<file path="config.mk">
export PLATFORM = sky130hd
export DESIGN_NAME = branch_req_scheduler
export DESIGN_NICKNAME = d
export VERILOG_FILES = /design/src/rtl/branch_req_scheduler.sv
export SDC_FILE = /design/constraint.sdc
export NUM_CORES = 1
export LEC_CHECK = 0
export BUFFER_PORTS_ARGS = -buffer_cell sky130_fd_sc_hd__buf_2
export CORE_UTILIZATION = 45
export CTS_CLUSTER_SIZE = 28
export DETAILED_ROUTE_END_ITERATION = 6
export PLACE_DENSITY = 0.67
export SLEW_MARGIN = 5
export SYNTH_ARGS = -nofsm -noshare
export SYNTH_HDL_FRONTEND = slang
export SYNTH_SLANG_ARGS = --single-unit
</file>
<file path="constraint.sdc">
create_clock -name clk -period 4.4 [get_ports clk]
set_input_delay 0.88 -clock clk [delete_from_list [all_inputs] [get_ports clk]]
set_output_delay 0.88 -clock clk [all_outputs]
set_load 0.01 [all_outputs]
</file>
<file path="src/rtl/branch_req_scheduler.sv">
// rtl/branch_req_scheduler.sv - event FIFO and handshake sequencer in front of the perceptron predictor
module branch_req_scheduler #(
    parameter int ADDR_WIDTH     = 8,
    parameter int FIFO_DEPTH     = 4,
    parameter int TIMEOUT_CYCLES = 127
) (
    input  logic                          clk,
    input  logic                          rst_n,
    input  logic                          in_valid,
    output logic                          in_ready,
    input  logic [ADDR_WIDTH-1:0]         in_addr,
    input  logic                          in_taken,
    input  logic                          mem_reset_done,
    input  logic                          pred_ready,
    input  logic                          prediction,
    input  logic                          training_done,
    output logic [ADDR_WIDTH-1:0]         bp_addr,
    output logic                          bp_taken,
    output logic                          bp_new_data,
    output logic                          out_valid,
    output logic [ADDR_WIDTH-1:0]         out_addr,
    output logic                          out_prediction,
    output logic                          out_mispredict,
    output logic                          busy,
    output logic                          timeout_err,
    output logic [$clog2(FIFO_DEPTH):0]   fifo_count
);
    localparam int PTR_W = $clog2(FIFO_DEPTH);
    localparam int CNT_W = PTR_W + 1;
    localparam logic [CNT_W-1:0] CNT_FULL = CNT_W'(FIFO_DEPTH);
    localparam logic [CNT_W-1:0] CNT_ONE  = CNT_W'(1);
    localparam logic [PTR_W-1:0] PTR_ONE  = PTR_W'(1);
    localparam logic [7:0]       WD_LIMIT = 8'(TIMEOUT_CYCLES);

    typedef enum logic [2:0] {
        S_WAIT_MEM,
        S_IDLE,
        S_ISSUE,
        S_WAIT_PRED,
        S_WAIT_TRAIN,
        S_GAP
    } state_t;

    state_t                 r_state;
    state_t                 w_next;
    logic [ADDR_WIDTH-1:0]  r_mem_addr [FIFO_DEPTH];
    logic                   r_mem_taken [FIFO_DEPTH];
    logic [PTR_W-1:0]       r_wr_ptr;
    logic [PTR_W-1:0]       r_rd_ptr;
    logic [CNT_W-1:0]       r_count;
    logic [CNT_W-1:0]       w_count_next;
    logic                   r_in_ready;
    logic [7:0]             r_wd;
    logic [ADDR_WIDTH-1:0]  r_bp_addr;
    logic                   r_bp_taken;
    logic                   r_bp_new_data;
    logic                   r_out_valid;
    logic [ADDR_WIDTH-1:0]  r_out_addr;
    logic                   r_out_prediction;
    logic                   r_out_mispredict;
    logic                   r_timeout_err;
    logic                   w_push;
    logic                   w_pop;
    logic                   w_load;
    logic                   w_emit;
    logic                   w_timeout;
    logic                   w_wd_expired;
    logic                   w_wd_run;

    assign w_push       = in_valid & r_in_ready;
    assign w_wd_expired = (r_wd >= WD_LIMIT);
    assign w_wd_run     = (r_state == S_ISSUE) || (r_state == S_WAIT_PRED) || (r_state == S_WAIT_TRAIN);

    // The watchdog doubles as the ISSUE phase timer: it reads 0 then 1 across the two ISSUE cycles.
    always_comb begin
        w_next    = r_state;
        w_pop     = 1'b0;
        w_load    = 1'b0;
        w_emit    = 1'b0;
        w_timeout = 1'b0;
        case (r_state)
            S_WAIT_MEM: begin
                if (mem_reset_done) w_next = S_IDLE;
            end
            S_IDLE: begin
                if (r_count != '0) begin
                    w_next = S_ISSUE;
                    w_load = 1'b1;
                end
            end
            S_ISSUE: begin
                if (r_wd == 8'd1) w_next = S_WAIT_PRED;
            end
            S_WAIT_PRED: begin
                if (pred_ready) begin
                    w_emit = 1'b1;
                    if (training_done) begin
                        w_pop  = 1'b1;
                        w_next = S_GAP;
                    end else begin
                        w_next = S_WAIT_TRAIN;
                    end
                end else if (w_wd_expired) begin
                    w_timeout = 1'b1;
                    w_pop     = 1'b1;
                    w_next    = S_GAP;
                end
            end
            S_WAIT_TRAIN: begin
                if (training_done) begin
                    w_pop  = 1'b1;
                    w_next = S_GAP;
                end else if (w_wd_expired) begin
                    w_timeout = 1'b1;
                    w_pop     = 1'b1;
                    w_next    = S_GAP;
                end
            end
            S_GAP: begin
                w_next = S_IDLE;
            end
            default: begin
                w_next = S_WAIT_MEM;
            end
        endcase
    end

    always_comb begin
        w_count_next = r_count;
        if (w_push && !w_pop) begin
            w_count_next = r_count + CNT_ONE;
        end else if (!w_push && w_pop) begin
            w_count_next = r_count - CNT_ONE;
        end
    end

    always_ff @(posedge clk) begin
        if (w_push) begin
            r_mem_addr[r_wr_ptr]  <= in_addr;
            r_mem_taken[r_wr_ptr] <= in_taken;
        end
    end

    always_ff @(posedge clk or negedge rst_n) begin
        if (!rst_n) begin
            r_state          <= S_WAIT_MEM;
            r_wr_ptr         <= '0;
            r_rd_ptr         <= '0;
            r_count          <= '0;
            r_in_ready       <= 1'b1;
            r_wd             <= '0;
            r_bp_addr        <= '0;
            r_bp_taken       <= 1'b0;
            r_bp_new_data    <= 1'b0;
            r_out_valid      <= 1'b0;
            r_out_addr       <= '0;
            r_out_prediction <= 1'b0;
            r_out_mispredict <= 1'b0;
            r_timeout_err    <= 1'b0;
        end else begin
            r_state       <= w_next;
            r_count       <= w_count_next;
            r_in_ready    <= (w_count_next < CNT_FULL);
            r_bp_new_data <= (w_next == S_ISSUE);
            r_out_valid   <= w_emit;
            if (w_push) r_wr_ptr <= r_wr_ptr + PTR_ONE;
            if (w_pop)  r_rd_ptr <= r_rd_ptr + PTR_ONE;
            if (w_timeout) r_timeout_err <= 1'b1;
            if (w_load) begin
                r_wd       <= '0;
                r_bp_addr  <= r_mem_addr[r_rd_ptr];
                r_bp_taken <= r_mem_taken[r_rd_ptr];
            end else if (w_wd_run && (r_wd != 8'hFF)) begin
                r_wd <= r_wd + 8'd1;
            end
            if (w_emit) begin
                r_out_addr       <= r_bp_addr;
                r_out_prediction <= prediction;
                r_out_mispredict <= prediction ^ r_bp_taken;
            end
        end
    end

    assign in_ready       = r_in_ready;
    assign fifo_count     = r_count;
    assign bp_addr        = r_bp_addr;
    assign bp_taken       = r_bp_taken;
    assign bp_new_data    = r_bp_new_data;
    assign out_valid      = r_out_valid;
    assign out_addr       = r_out_addr;
    assign out_prediction = r_out_prediction;
    assign out_mispredict = r_out_mispredict;
    assign timeout_err    = r_timeout_err;
    assign busy           = (r_state != S_IDLE);
endmodule

</file>
==> results.toml <==
[finish]
layout.nets = 315
final_common_cell = "buf_2"
fin_area_um2 = 3820
n_antenna_cell = 0
drive_above_1_share_pct = 27.65
layout_common_cells = "buf_2, nand2_1, dfrtp_1"
area_growth_pct = 13.75
fillCellCount = 614

[grt]
grt_pass1_wl_um = 9549
antenna_found_initial = 0
grt_pass1_vias = 1948
grtUsageTotal_pct = 16.46
grt_overflow = 0
grt_max_degree = 42

[power]
p_clk_share_pct = 20.8
power.total_mw = 2.436
netSwitchingFraction_pct = 35.52
ir_worst_vdd_v = 0.0002123
power.density_nw_per_um2 = 637.7
p_sw_mw = 0.8652
pwr-share-comb_pct = 31.4
intPower_mw = 1.571
p_seq_share_pct = 47.8
leakage_nw = 1.651

[clock_tree]
clk_latency_ns = 0.35
postCtsSetupRepairBufs = 0
postCtsHoldBufs = 0
cts.sinks = 77
numCtsBuffers = 9
htree_levels = 3
path_clk_slew_ns = 0.08
clockBufferDepth = 2
cts_tree = "yes"
clock-root-buffer = "clkbuf_8"
cts.repair.resized = 0

[floorplanning]
die_x_um = 88.39
fp.dieH_um = 88.39
rows = 31
ios = 43
start_util_pct = 46.55
die_area_um2 = 7812
core_area_um2 = 7214

[detailed_routing]
first_pass_iters = 4
routed_wl_um = 5773
wl_per_cell_um = 14.73
first_iter_violations = 98
viasPerCell = 5.069
vias = 1987
drc_errors = 0
ant_nets = 0

[sta]
finalHoldViolations = 0
post-route-period-util_pct = 60.58
finalSetupViolations = 0
worst_slack_ns = 1.734
fin_setup_tns_ns = 0
min_period_ns = 2.666
grt_setup_unrepaired = "false"
fmax_mhz = 375.2
worst_clock_skew_ns = 0.01055
maxSlewViolCount = 0
maxSlewHeadroom_pct = 39.71
worst_pin_slew_ns = 0.9043

[critical_path]
critPathKind = "reg -> reg"
arrival_ns = 2.94
endpoint_kind = "register"
timing.rr.end = "in_ready"
cp_max_fo = 12
cp.required_ns = 4.68
reg2reg_depth = 11
start_kind = "register"
rrSetupSlack_ns = 1.73
r2r-start = "r_state[1]"

[place]
portBuffers = 42
dp_slack_ns = 1.358
gp_congestion = 0.7557
dp_hpwl_um = 4029
place_area_um2 = 3632

[min_path]
min_from = "timeout_err"
min_to = "timeout_err"
min_path_cells = 1
hold_class = "reg -> reg"

[logic_synthesis]
synth-edff-count = 36
async_reset_ff_share_pct = 53.25
synth_fp_nets = 272
ys.flop_type = "dfrtp_1"
yosysSeqAreaShare_pct = 62.78
ys_types = 47
ys_warn_count = 0
syn_avg_cell_area_um2 = 13.71
syn-instance-count = 245
synth_area_um2 = 3358
ys_ff_latch = 77

[status]
status = "finished, final reports clean"

[run]
drv_cap = 0
-- cell families after synthesis --
group                    count (synthesis)  share of synthesized area (%)
adder cells (fa/ha/maj)                 11                          4.098
XOR/XNOR                                 6                          1.565
multiplexers                            23                          10.77
AND/OR/NAND/NOR                         85                          13.11
flip-flops                              77                          62.78
AO/OA/AOI/OAI                           25                          4.993
buffers and inverters                   18                          2.682
-- registers in the layout, indices dropped and copies added, names as in the netlist --
register,count
r_mem_addr,32
bp_addr,8
out_addr,8
r_wd,8
r_mem_taken,4
fifo_count,3
r_state,3
r_rd_ptr,2
r_wr_ptr,2
bp_new_data,1
bp_taken,1
in_ready,1
out_mispredict,1
out_prediction,1
out_valid,1
timeout_err,1
-- worst max-delay path, stage by stage, from the launching register on --
cell     delay (ns)
dfrtp_1        0.48
nor2b_1        0.20
nand3_1        0.33
inv_1          0.29
o21ai_1        0.27
o21a_1         0.25
inv_1          0.07
ha_1           0.21
nand2_1        0.06
nor2_1         0.04
a21oi_1        0.24
xor2_1         0.18
-- per-layer routing --
metal	GRT usage (%)	vias to the layer above	part of all wire, %
met4	7.478	0	2.0
met1	22.47	969	48
li1	-	970	-
met5	0	-	0
met3	3.638	11	3.0
met2	25.31	37	47
-- worst max path at each step --
stage                    start       endpoint  depth (start not counted)
detailed placement  pred_ready       in_ready                         11
finish              r_state[1]       in_ready                         11
global route        r_state[1]  fifo_count[1]                          9
floorplan           pred_ready       in_ready                         10
CTS                 r_state[1]       in_ready                         11
global placement    pred_ready       in_ready                         11
-- final cells by class --
type                            instances  area [um2]  share of cell area [%]
Sequential cell                        77        2108                   55.19
Inverter                                8       30.03                  0.7861
Tap cell                               99       123.9                   3.243
Clock inverter                          7       63.81                   1.670
Multi-Input combinational cell        150        1160                   30.36
Timing Repair Buffer                   42       210.2                   5.503
Clock buffer                            9       123.9                   3.243
-- stage by stage --
| step | util, % | hold WS (ns) | cells |
|---|---|---|---|
| after global routing | 52.95 | 0.5135 | 392 |
| after detailed placement | 50.35 | 0.4654 | 376 |
| after CTS | 52.95 | 0.4863 | 392 |
| after global placement | 50.35 | 0.4641 | 376 |
| final | 52.95 | 0.4762 | 392 |
| after floorplan | - | 0.4646 | 245 |
-- power by group through the flow --
stage,Sequential [mW],Combinational (mW),Clock [mW]
floorplan,1.15,0.568,0
global placement,1.17,0.753,0
detailed placement,1.18,0.772,0
CTS,1.17,0.776,0.516
global route,1.20,0.868,0.541
finish,1.16,0.765,0.508
-- Yosys cell counts (3+ instances only) --
cell,number,area (um2)
nand2_1,41,153.9
dfrtp_1,40,1001
edfxtp_1,36,1081
ha_1,11,137.6
mux4_2,9,202.7
inv_1,8,30.03
mux2_2,7,78.83
nor2b_1,7,43.79
a21oi_1,5,25.02
and3_1,5,31.28
mux2i_1,5,50.05
nor2_1,5,18.77
o21ai_0,5,25.02
xnor2_1,5,43.79
clkbuf_1,4,15.01
nand4_1,4,25.02
o211ai_1,4,30.03
buf_2,3,15.01
nand2b_1,3,18.77
nand3_1,3,15.01
nand3b_1,3,22.52
Power figures use the tool's default switching activity.
